## src/rtl/resp_router_pkg.sv

```systemverilog
// Shared types and default sizing for the response router.
// The typedefs match the default configuration below.
package resp_router_defs;

    localparam int NUM_REQUESTERS_DEF  = 4;
    localparam int MAX_OUTSTANDING_DEF = 8;
    localparam int DATA_WIDTH_DEF      = 32;
    localparam int TIMEOUT_CYCLES_DEF  = 1024;

    typedef logic [$clog2(NUM_REQUESTERS_DEF)-1:0] requester_idx_t;
    typedef logic [$clog2(MAX_OUTSTANDING_DEF+1)-1:0] outstanding_cnt_t;

endpackage

```

## src/rtl/resp_router_grant_id_fifo.sv

```systemverilog
// Circular FIFO holding the requester index of each issued
// transaction.
// Ports: clk, reset (sync, active high), push/push_data,
// pop, head (oldest entry), full, empty, count.
module grant_id_fifo #(
    parameter int WIDTH = 2,
    parameter int DEPTH = 8
) (
    input  logic                       clk,
    input  logic                       reset,
    input  logic                       push,
    input  logic [WIDTH-1:0]           push_data,
    input  logic                       pop,
    output logic [WIDTH-1:0]           head,
    output logic                       full,
    output logic                       empty,
    output logic [$clog2(DEPTH+1)-1:0] count
);

    localparam int PTR_W = $clog2(DEPTH);
    localparam int CNT_W = $clog2(DEPTH+1);

    logic [WIDTH-1:0] mem [DEPTH];
    logic [PTR_W-1:0] wr_ptr;
    logic [PTR_W-1:0] rd_ptr;
    logic             do_push;
    logic             do_pop;

    assign full    = (count == CNT_W'(DEPTH));
    assign empty   = (count == '0);
    assign do_push = push && !full;
    assign do_pop  = pop && !empty;
    assign head    = mem[rd_ptr];

    // Power-of-two depth lets the pointers wrap on overflow.
    always_ff @(posedge clk) begin
        if (reset) begin
            wr_ptr <= '0;
            rd_ptr <= '0;
            count  <= '0;
        end else begin
            if (do_push) wr_ptr <= wr_ptr + 1'b1;
            if (do_pop)  rd_ptr <= rd_ptr + 1'b1;
            unique case ({do_push, do_pop})
                2'b10:   count <= count + 1'b1;
                2'b01:   count <= count - 1'b1;
                default: count <= count;
            endcase
        end
    end

    always_ff @(posedge clk) begin
        if (do_push) mem[wr_ptr] <= push_data;
    end

endmodule

```

## src/rtl/resp_router.sv

```systemverilog
// Return path for the round-robin arbiter: records the
// requester of every issued transaction and routes in-order
// responses back as a one-hot strobe plus data.
// Ports: clk, reset (sync, active high); issue_en,
// issue_grant_oh, issue_ready; resp_valid, resp_data,
// resp_ready; req_resp_valid_oh, req_resp_data;
// outstanding_count, protocol_error, timeout.
// Optional: define RESP_ROUTER_TIMEOUT_EN to enable the
// response age counter; otherwise timeout is tied to 0.
module resp_router
    import resp_router_defs::*;
#(
    parameter int NUM_REQUESTERS  = NUM_REQUESTERS_DEF,
    parameter int MAX_OUTSTANDING = MAX_OUTSTANDING_DEF,
    parameter int DATA_WIDTH      = DATA_WIDTH_DEF,
    parameter int TIMEOUT_CYCLES  = TIMEOUT_CYCLES_DEF
) (
    input  logic                                 clk,
    input  logic                                 reset,
    input  logic                                 issue_en,
    input  logic [NUM_REQUESTERS-1:0]            issue_grant_oh,
    output logic                                 issue_ready,
    input  logic                                 resp_valid,
    input  logic [DATA_WIDTH-1:0]                resp_data,
    output logic                                 resp_ready,
    output logic [NUM_REQUESTERS-1:0]            req_resp_valid_oh,
    output logic [DATA_WIDTH-1:0]                req_resp_data,
    output logic [$clog2(MAX_OUTSTANDING+1)-1:0] outstanding_count,
    output logic                                 protocol_error,
    output logic                                 timeout
);

    localparam int IDX_W =
        (NUM_REQUESTERS > 1) ? $clog2(NUM_REQUESTERS) : 1;

    if ((MAX_OUTSTANDING < 2) ||
        ((MAX_OUTSTANDING & (MAX_OUTSTANDING - 1)) != 0))
    begin : g_bad_depth
        $error("MAX_OUTSTANDING must be a power of two >= 2");
    end

    if (TIMEOUT_CYCLES < 1) begin : g_bad_timeout
        $error("TIMEOUT_CYCLES must be at least 1");
    end

    // Lowest set bit wins, so a malformed grant still maps
    // to a defined requester (0 when no bit is set).
    function automatic logic [IDX_W-1:0] oh_to_idx(
        input logic [NUM_REQUESTERS-1:0] oh
    );
        logic [IDX_W-1:0] idx;
        idx = '0;
        for (int i = NUM_REQUESTERS - 1; i >= 0; i--) begin
            if (oh[i]) idx = i[IDX_W-1:0];
        end
        return idx;
    endfunction

    function automatic logic [NUM_REQUESTERS-1:0] idx_to_oh(
        input logic [IDX_W-1:0] idx
    );
        logic [NUM_REQUESTERS-1:0] oh;
        oh = '0;
        oh[idx] = 1'b1;
        return oh;
    endfunction

    logic             full;
    logic             empty;
    logic             push;
    logic             pop;
    logic [IDX_W-1:0] head_idx;
    logic             err_full;
    logic             err_empty;
    logic             err_grant;

    assign issue_ready = !full;
    assign resp_ready  = !empty;
    assign push        = issue_en && issue_ready;
    assign pop         = resp_valid && resp_ready;

    grant_id_fifo #(
        .WIDTH(IDX_W),
        .DEPTH(MAX_OUTSTANDING)
    ) u_fifo (
        .clk       (clk),
        .reset     (reset),
        .push      (push),
        .push_data (oh_to_idx(issue_grant_oh)),
        .pop       (pop),
        .head      (head_idx),
        .full      (full),
        .empty     (empty),
        .count     (outstanding_count)
    );

    // Responses into an empty tracker are never matched with
    // a same-cycle issue; they are dropped and flagged.
    assign err_full  = issue_en && full;
    assign err_empty = resp_valid && empty;
    assign err_grant = issue_en && !$onehot(issue_grant_oh);

    always_ff @(posedge clk) begin
        if (reset) begin
            req_resp_valid_oh <= '0;
            req_resp_data     <= '0;
            protocol_error    <= 1'b0;
        end else begin
            req_resp_valid_oh <= pop ? idx_to_oh(head_idx) : '0;
            if (pop) req_resp_data <= resp_data;
            if (err_full || err_empty || err_grant)
                protocol_error <= 1'b1;
        end
    end

`ifdef RESP_ROUTER_TIMEOUT_EN
    localparam int AGE_W = $clog2(TIMEOUT_CYCLES + 1);
    localparam logic [AGE_W-1:0] AGE_MAX = AGE_W'(TIMEOUT_CYCLES);

    logic [AGE_W-1:0] age;

    // Age of the oldest outstanding transaction since the
    // last response; saturates at the limit.
    always_ff @(posedge clk) begin
        if (reset) begin
            age     <= '0;
            timeout <= 1'b0;
        end else begin
            if (pop || empty)
                age <= '0;
            else if (age != AGE_MAX)
                age <= age + 1'b1;
            if (age == AGE_MAX)
                timeout <= 1'b1;
        end
    end
`else
    assign timeout = 1'b0;
`endif

endmodule
```

## config.mk

```make
export PLATFORM = sky130hd
export DESIGN_NAME = resp_router
export DESIGN_NICKNAME = d
export VERILOG_FILES = /design/src/rtl/resp_router_pkg.sv /design/src/rtl/resp_router_grant_id_fifo.sv /design/src/rtl/resp_router.sv
export SDC_FILE = /design/constraint.sdc
export NUM_CORES = 1
export LEC_CHECK = 0
export BUFFER_PORTS_ARGS = -buffer_cell sky130_fd_sc_hd__buf_2
export CELL_PAD_IN_SITES_DETAIL_PLACEMENT = 0
export CELL_PAD_IN_SITES_GLOBAL_PLACEMENT = 2
export CORE_MARGIN = 1.5
export CORE_UTILIZATION = 33
export CTS_BUF_LIST = sky130_fd_sc_hd__clkbuf_8
export DETAILED_ROUTE_END_ITERATION = 10
export HOLD_SLACK_MARGIN = 0.08
export PLACE_DENSITY = 0.9
export RECOVER_POWER = 100
export SYNTH_ARGS = -nofsm -noshare
export SYNTH_HDL_FRONTEND = slang
export SYNTH_SLANG_ARGS = --single-unit
```

## constraint.sdc

```tcl
create_clock -name clk -period 3.22 [get_ports clk]
set_input_delay 0.805 -clock clk [delete_from_list [all_inputs] [get_ports clk]]
set_output_delay 0.805 -clock clk [all_outputs]
set_load 0.01 [all_outputs]
```

== After elaboration in Yosys (flattened, before gate mapping) ==
Memories as Yosys holds them, arrays and structs flattened. A register that Yosys moved wholly into a read port is not among the register bits.
Index checks and enable logic that the tools add are counted.
Word-level totals
  register bits: 47
  latch bits: 0
  bits in writable memories: 16
  bits in read-only memories: 0
  input bits: 40
  output and inout port bits: 44
  logic and storage cells: 48
  memories kept: 1
Operators by class
  $add $sub $neg: 7
  multiply operators: 0
  div/mod/pow operators: 0
  order comparisons: 2
  equality and inequality tests: 4
  shift operators: 0
  muxes and demuxes: 11
  bitwise logic cells: 1
  reduce and logical (&&, ||, !) cells: 16
Memory list
  u_fifo.mem: depth 8, bits a word 2, rd ports 1, clocked after memory_dff 1, wr ports 1, line resp_router_grant_id_fifo.sv:23  | logic [WIDTH-1:0] mem [DEPTH];
Operators by type and width (count)
  logical AND 1 bit: 8
  2-to-1 mux 2 bit: 4
  case mux 4 bit (2 select lines): 1
  adder 3 x 1 -> 3 bit, second input constant: 2
  2-to-1 mux 3 bit: 2
  adder 1 x 1 -> 2 bit: 2
  adder 4 x 1 -> 4 bit, second input constant: 1
  == test 4 bit, second input constant: 1
  zero test 4 bit: 1
  subtractor 4 x 1 -> 4 bit, second input constant: 1
  adder 2 x 2 -> 3 bit: 1
  == test 3 x 1 -> 1 bit, second input constant: 1
  zero test 1 bit: 3
  < comparator 2 x 3 -> 1 bit, second input constant: 1
  2-to-1 mux 1 bit: 3
  demux 1 bit (select 2 bit): 1
  == test 2 x 1 -> 1 bit, second input constant: 1
  == test 2 bit, second input constant: 1
  greater-or-equal comparator 2 x 1 -> 1 bit, second input constant: 1
  logical OR 1 bit: 2
  nonzero test 2 bit: 1
  OR reduction 2 bit: 1
  NOT 1 bit: 1

== Logic depth before layout (Yosys ltp) ==
Gate-level depths: netlist of the first run.
  depth in word-level cells: 6
  depth in mapped cells: 11
  mapped depth without buffers: 9

== By module ==
From an unflattened synthesis of the first run, not the netlist that was laid out.
Second synthesis, totals
  cell total of the unflattened synthesis: 267
  area, all modules: 2849.0 µm²
By module, submodules not included
  resp_router: instances 1, cells each 171, area an instance 1582.8 µm², seq. area each 740.7 µm²
  grant_id_fifo: instances 1, cells each 96, area an instance 1266.2 µm², seq. area each 740.7 µm²

== Least setup slack after synthesis of the first run ==
No wires, ideal clock.
  path type: register to register
  start point: reg u_fifo.count[1]
  end point: reg u_fifo.count[2]
  data arrival time: 2.561 ns
  data required time: 3.149 ns
  path slack: 0.588 ns
  stages on the path, launching flop included: 12
  path buffers: 2
  period minus slack after synthesis: 2.632 ns
  cell sequence: dfxtp_1 buf_6 o41ai_4 inv_4 buf_6 ha_1 xor2_1 ha_1 a21oi_1 xor2_1 or3_1 a21oi_1
On the way
  longest elaborated chain between the ends: 6
  elaborated cells on any way between the ends: 14
  classes of those cells: 2 x add/sub; 3 x eq/ne; 1 x mux; 8 x reduce/logical
RTL lines
  start, declared: line resp_router_grant_id_fifo.sv:17  | output logic [$clog2(DEPTH+1)-1:0] count
  start signal, assigned: line resp_router_grant_id_fifo.sv:45  | 2'b10: count <= count + 1'b1;
  start signal, assigned: line resp_router_grant_id_fifo.sv:46  | 2'b01: count <= count - 1'b1;
  start signal, assigned: line resp_router_grant_id_fifo.sv:47  | default: count <= count;
  zero test 4 bit (*): line resp_router_grant_id_fifo.sv:30  | assign empty = (count == '0);
  zero test 1 bit (*): line resp_router.sv:78  | assign resp_ready = !empty;
  logical AND 1 bit (*): line resp_router.sv:80  | assign pop = resp_valid && resp_ready;
  named net pop: line resp_router.sv:71  | logic pop;
  logical AND 1 bit (*): line resp_router_grant_id_fifo.sv:32  | assign do_pop = pop && !empty;
  == test 2 x 1 -> 1 bit / == test 2 bit (equally long branches): line resp_router_grant_id_fifo.sv:44  | unique case ({do_push, do_pop})
  case mux 4 bit (2 select lines) / nonzero test 2 bit (equally long branches)
Mark *: on every way through the listed nets, which the timed path passes. The rest lies on a longest branch.
A chain may end at the register's enable or synchronous reset.

== Worst setup path in the final report of the first run ==
  start point: reg u_fifo.count[1]
  end point: reg u_fifo.count[2]
On the way
  longest elaborated chain between the ends: 6
  elaborated cells on any way between the ends: 14
  classes of those cells: 2 x add/sub; 3 x eq/ne; 1 x mux; 8 x reduce/logical
RTL lines (line)
  == test 4 bit / zero test 4 bit (equally long branches): resp_router_grant_id_fifo.sv:29, resp_router_grant_id_fifo.sv:30
  zero test 1 bit, on equally long branches
  logical AND 1 bit, on equally long branches: resp_router.sv:79, resp_router.sv:80
  logical AND 1 bit, on equally long branches: resp_router_grant_id_fifo.sv:31, resp_router_grant_id_fifo.sv:32
  == test 2 x 1 -> 1 bit / == test 2 bit (equally long branches): resp_router_grant_id_fifo.sv:44
  case mux 4 bit (2 select lines) / nonzero test 2 bit (equally long branches)
Parallel ways exist; a longest one is shown, timed or not.

==> results.md, run 1 <==
* Headroom to the max-slew limit at 0.02742
* H-tree levels at 3
* Post-synthesis cell type count at 38
* Total setup buffers inserted after CTS at 0
* Largest stage delay, worst path at 0.64 ns
* Final Max Slew Viols at 0
* Cell Count, Final, Fillers Out at 466
* Layout cell share with drive strength beyond 1 at 0.3520
* Placed Cells incl. Taps at 450
* Clock Skews at 0.01033 ns
* Worst reg-to-reg path cell count at 9
* Worst min path class: reg2reg
* Initial antenna violation count at 0
* First-pass DRT Iterations at 4
* Max Buffers Root-to-Sink at 2
* #FFs+latches synth at 66
* Hold_buf cts at 0
* Min cycle time layout at 2.739 ns
* Post-Syn Area at 0.002935 mm2
* Core area at 0.008678 mm2
* First-pass GRT wire length at 10,070 um
* CTS tree: done
* CTS Buf Count at 9
* Hold EP: req_resp_data[0]
* Setup tns final at 0 ns
* Synth warn at 0
* Final ANT Viol Nets at 0
* Fin crit share at 0.8508
* Die W at 97.31 um
* Critical Path AT at 3.01 ns
* CP top delay family: simple AND/OR/NAND/NOR gates
* Vias in the first global route at 2,166
* Sequential-to-total area share from yosys stat at 0.5047
* Antenna Cells at 0
* Crit end category: register
* Hpwl dp at 4030 um
* R2r startpoint: u_fifo.count[1]
* Clock sink total at 66
* CP Cell Sequence: or4b_1 > nand2_1 > ha_1 > xor2_1 > ha_1 > a21oi_1 > xor2_1 > or3_1 > a21oi_1
* DRC at 0
* Worst EP required at 3.49 ns
* Cell Pwr Density at 783.5 mW/mm2
* RSZ-0062 raised after global routing: false
* Hold-critical path depth at 2
* Global route overflow at 0
* Clk slew on worst S/H paths at 0.08 ns
* Final WS setup at 0.4805 ns
* WS Path Type: reg2reg
* Global-route usage over all layers at 0.1345
* Final Setup Violations at 0
* Post-DP Area at 0.003390 mm2
* Largest net degree at the start of global routing at 37
* Min-delay src: req_resp_data[0]
* Crit start category: register
* Reg2Reg Setup Slack at 0.48 ns
* Pre-CTS setup slack at 0.5625 ns
* Crit path buffers/inverters at 0
* Max cap viols at 0
* Vias at 2,143
* Clock Latency Late Sink at 0.34 ns
* Hold Vio Cnt, Final at 0
* Worst-path fanout max at 10
* Avg Inst Size Synth at 10.79 um2
* Worst-Margin Slew at 1.459 ns
* Height of the die at 97.31 um
* Initial drt markers at 65
* Top FF cell, synth: dfxtp_1
* I/O Pins at 84
* Root Driver: clkbuf_8
* Routed len/inst at 12.56 um
* Routability cong. at 0.7283
* Status: complete, no violations
* Initial core utilization at 0.3382
* CTS resizes at 0
* Fin nets at 401
* FFs w/ async S/R, synth at 0
* P&R area growth vs syn at 16.37%
* Vias per std cell at 4.599
* Final core utilization at 0.3936
* Peak VDD IR at 635.6 uV
* Row cnt at 34
* Static leakage at 0.001263 uW
* Post-Syn Instances at 272
* I/O Buffers at 82
* R2r endpoint: u_fifo.count[2]
* EDFF count, synth at 16
* CP max-delay cell: or4b_1
* Syn nets at 320
* Max Fclk at 0.3650 GHz
* Die ar. at 0.009469 mm2
* WL final at 5851 um
* Fin area at 0.003416 mm2
==> cells in the mapped netlist, types with 3 or more instances <==
cell type | n | area [um2]
dfxtp_1 | 50 | 1001
nand2_1 | 13 | 48.80
edfxtp_1 | 16 | 480.5
nand3_1 | 5 | 25.02
or3_1 | 3 | 18.77
clkbuf_1 | 5 | 18.77
a21oi_1 | 7 | 35.03
inv_1 | 6 | 22.52
nand2_2 | 61 | 381.6
mux4_2 | 4 | 90.09
o21ai_0 | 3 | 15.01
o22ai_1 | 4 | 25.02
nand2b_1 | 5 | 31.28
nor3_1 | 5 | 25.02
xor2_1 | 6 | 52.55
ha_1 | 7 | 87.58
a21oi_2 | 30 | 262.8
buf_6 | 7 | 78.83
nor2_1 | 16 | 60.06
==> report_power, final <==
group	total [uW]	switching (uW)	internal, uW	leakage, uW
sequential	1120	117	998	0.000556
combinational	853	541	312	0.000607
clock	708	344	364	0.000100
total	2680	1000	1670	0.00126
==> sequential cells by signal (all words and copies together), names as in the netlist, named ones only <==
signal	cells
protocol_error	1
req_resp_valid_oh	4
req_resp_data	32
u_fifo.rd_ptr	3
u_fifo.wr_ptr	3
u_fifo.mem	16
u_fifo.count	4
==> worst max-delay path by stage <==
stage | slack [ns] | cells after the start | startpoint | to
final | 0.48 | 9 | u_fifo.count[1] | u_fifo.count[2]
after global routing | 0.23 | 9 | u_fifo.count[1] | u_fifo.count[2]
after CTS | 0.52 | 9 | u_fifo.count[1] | u_fifo.count[2]
after detailed placement | 0.56 | 9 | u_fifo.count[1] | u_fifo.count[2]
after global placement | 0.65 | 10 | issue_grant_oh[0] | protocol_error
after floorplan | 0.59 | 11 | u_fifo.count[1] | u_fifo.count[2]
==> through the flow <==
step	hold WS, ns	total power, uW
2_1_floorplan	0.4526	1892
3_3_place_gp	0.4399	2097
3_5_place_dp	0.4462	2112
4_1_cts	0.4569	2837
5_1_grt	0.4773	2877
6_report	0.4579	2676
==> worst reg2reg max path, stage by stage (launching register included) <==
cell	delay (ns)
dfxtp_1	0.41
or4b_1	0.64
nand2_1	0.29
ha_1	0.32
xor2_1	0.19
ha_1	0.17
a21oi_1	0.05
xor2_1	0.16
or3_1	0.31
a21oi_1	0.14
==> cell families (layout without fill, tap and decap cells) <==
logic type | count (synthesis) | in the layout | share of synthesized area
xor gates and xnor gates | 7 | 7 | 0.02089
buffers and inverters | 22 | 108 | 0.04859
adders and majority gates | 8 | 8 | 0.03666
DFF | 66 | 66 | 0.5047
and+or+nand+nor | 116 | 116 | 0.2234
AOI/OAI and AO/OA | 47 | 47 | 0.1304
muxes | 5 | 5 | 0.03410
other | 1 | 1 | 0.001278
==> final cells by class <==
cell class	count	area, um2
clock buffers	9	123.9
clock inverters	7	77.57
fillers	939	5263
inverters	7	28.78
multi-input cells	184	1199
flip-flops and latches	66	1481
well taps	108	135.1
repair buffers	85	370.4
==> per-layer routing <==
metal	part of all wire	global-route usage
met1	0.47	0.1692
met2	0.45	0.2103
met3	0.054	0.03813
met4	0.020	0.06923
met5	0	0
==> cells in the final DEF (no fill, tap or decap), types with 2 or more instances in the layout <==
| cell | n |
|---|---|
| nand2b_1 | 5 |
| or3_1 | 3 |
| a21oi_2 | 11 |
| dfxtp_1 | 50 |
| nor2_1 | 16 |
| ha_1 | 7 |
| o21ai_0 | 3 |
| a21oi_1 | 26 |
| nand2_1 | 22 |
| o22ai_1 | 4 |
| clkbuf_1 | 46 |
| nor3_1 | 5 |
| inv_1 | 6 |
| clkinv_4 | 2 |
| clkbuf_8 | 9 |
| xor2_1 | 6 |
| nand3_1 | 5 |
| buf_2 | 37 |
| edfxtp_1 | 16 |
| inv_6 | 2 |
| nand2_2 | 52 |
| mux4_2 | 4 |
No activity file was read; power rests on OpenSTA's default activity.
==> inputs of run 2 (changes only) <==
--- a/config.mk
+++ b/config.mk
@@ -8,10 +8,12 @@
 export BUFFER_PORTS_ARGS = -buffer_cell sky130_fd_sc_hd__buf_2
 export CELL_PAD_IN_SITES_DETAIL_PLACEMENT = 0
 export CELL_PAD_IN_SITES_GLOBAL_PLACEMENT = 2
+export CORE_ASPECT_RATIO = 2
 export CORE_MARGIN = 1.5
 export CORE_UTILIZATION = 33
 export CTS_BUF_LIST = sky130_fd_sc_hd__clkbuf_8
 export DETAILED_ROUTE_END_ITERATION = 10
+export GPL_TIMING_DRIVEN = 0
 export HOLD_SLACK_MARGIN = 0.08
 export PLACE_DENSITY = 0.9
 export RECOVER_POWER = 100
==> run 2 against run 1 <==
  * Register-to-register slack lost 0.04 ns
  * Total power grew 4.3%
  * Via count grew 2.2%
  * Core utilization grew 2.4 points
  * Clock power shrank 12%
  * Routed wire length grew 9.6%
  * First-iteration DRC count grew 35%
  * Clock-buffer cell count is the same
  * Setup slack lost 0.044 ns
  * Largest cell class unchanged
==> results.md, run 2 (synthesized netlist as in run 1, its figures left out) <==
* Sw frac at 0.3840
* Clock Skews at 0.009698 ns
* Fin crit share at 0.8646
* Clock share of power at 0.223
* Peak VDD IR at 387.1 uV
* Largest stage delay, worst path at 0.56 ns
* Post-DP Area at 0.003471 mm2
* CP max-delay cell: or4b_1
* Hold slack at 0.4594 ns
* WS Path Type: reg2reg
* Largest Register: req_resp_data
* Initial core utilization at 0.3394
* Crit start category: register
* Seq pwr share at 0.401
* Layout cell share with drive strength beyond 1 at 0.4267
* Crit path buffers/inverters at 1
* Commonest non-fill, non-tap cell in the layout: nand2_2
* Vias per std cell at 4.601
* Fin nets at 418
* Hold Vio Cnt, Final at 0
* Max Fclk at 0.3592 GHz
* Final Setup Violations at 0
* P_int at 1719 uW
* Initial antenna violation count at 1
* Vias at 2,190
* Clk slew on worst S/H paths at 0.08 ns
* CP Cell Sequence: or4b_1 > buf_2 > nand2_1 > ha_1 > xor2_1 > ha_1 > a21oi_1 > xor2_1 > or3_1 > a21oi_1
* Total setup buffers inserted after CTS at 0
* First-pass GRT wire length at 10,370 um
* Routed len/inst at 13.47 um
* CTS Buf Count at 9
* Hold_buf cts at 0
* RSZ-0062 raised after global routing: false
* DRC at 0
* Cell Pwr Density at 773.7 mW/mm2
* Biggest regs: req_resp_data (32), u_fifo.mem (16)
* Commonest cells after routing, fill and taps aside: 60 x nand2_2, 52 x clkbuf_1, 50 x dfxtp_1
* Critical path startpoint: u_fifo.count[0]
* Critical Path AT at 3.06 ns
* Max Buffers Root-to-Sink at 2
* Filler cell count at 915
* Row cnt at 48
* Min cycle time layout at 2.784 ns
* Setup tns final at 0 ns
* Comb power frac at 0.376
* I/O Buffers at 82
* Min-delay src: req_resp_data[2]
* Crit end category: register
* Worst-path fanout max at 8
* Final ANT Viol Nets at 0
* First-pass DRT Iterations at 4
* Max reg flops at 32
* Fin area at 0.003607 mm2
* Vias in the first global route at 2,177
* I/O Pins at 84
* Hpwl dp at 4799 um
* Final core utilization at 0.4171
* Headroom to the max-slew limit at 0.4853
* Worst-Margin Slew at 0.7661 ns
* CP top delay family: simple AND/OR/NAND/NOR gates
* Height of the die at 136.4 um
* Worst EP required at 3.50 ns
* Global route overflow at 0
* Switching power at 1072 uW
* Initial drt markers at 88
* Root Driver: clkbuf_8
* Final Max Slew Viols at 0
* Largest net degree at the start of global routing at 14
* Clock Latency Late Sink at 0.35 ns
* Die ar. at 0.009504 mm2
* Global-route usage over all layers at 0.1427
* CTS resizes at 0
* P&R area growth vs syn at 22.89%
* Static leakage at 0.001322 uW
* H-tree levels at 3
* Core area at 0.008648 mm2
* Routability cong. at 0.7564
* Clock sink total at 66
* Worst min path class: reg2reg
* Status: complete, no violations
* R2r startpoint: u_fifo.count[0]
* WL final at 6411 um
* Max cap viols at 0
* Die W at 69.69 um
* CTS tree: done
==> run 2: layout make-up <==
cell class,count,area [um2],share of cell area
clock buffers,9,123.9,0.03434
multi-input cells,184,1290,0.3576
diodes,1,2.502,0.0006937
repair buffers,87,387.9,0.1075
flip-flops and latches,66,1481,0.4107
inverters,7,28.78,0.007978
clock inverters,7,53.80,0.01492
well taps,100,125.1,0.03469
plain buffers,15,113.9,0.03156
==> run 2: per-stage QoR <==
stage / total power [uW] / instances / worst slack [ns]
2_1_floorplan: 1892 / 272 / 0.5884
3_3_place_gp: 2189 / 454 / 0.1548
3_5_place_dp: 2206 / 454 / 0.1691
4_1_cts: 2840 / 470 / 0.1270
5_1_grt: 2986 / 476 / 0.1346
6_report: 2791 / 476 / 0.4361
==> run 2: layer usage <==
metal / routed length [um] / vias up / track usage
met2: 3617 / 50 / 0.2660
met5: 0 / - / 0
li1: - / 1112 / -
met4: 151 / 0 / 0.07479
met3: 256 / 9 / 0.04299
met1: 2385 / 1019 / 0.1393
==> run 2: worst reg2reg max path, delay by kind of cell, from the launching register on <==
| kind | cells | cell delay, ns |
|---|---|---|
| AOI/OAI and AO/OA | 2 | 0.18 |
| xor gates and xnor gates | 2 | 0.32 |
| adders and majority gates | 2 | 0.50 |
| buffers and inverters | 1 | 0.17 |
| DFF | 1 | 0.41 |
| and+or+nand+nor | 3 | 1.14 |
==> run 2: worst paths after layout <==
check	endpoint	slack, ns	cells past startpoint
max	u_fifo.count[2]	0.44	10
min	req_resp_data[2]	0.46	2
max reg2reg	u_fifo.count[2]	0.44	10
min reg2reg	req_resp_data[2]	0.46	2
==> run 2: power groups by stage <==
stage | logic, uW | clock network [uW] | registers [uW]
after floorplan | 715 | 0 | 1180
after global placement | 1060 | 0 | 1130
after detailed placement | 1070 | 0 | 1140
after CTS | 1080 | 647 | 1120
after global routing | 1170 | 678 | 1140
final | 1050 | 622 | 1120
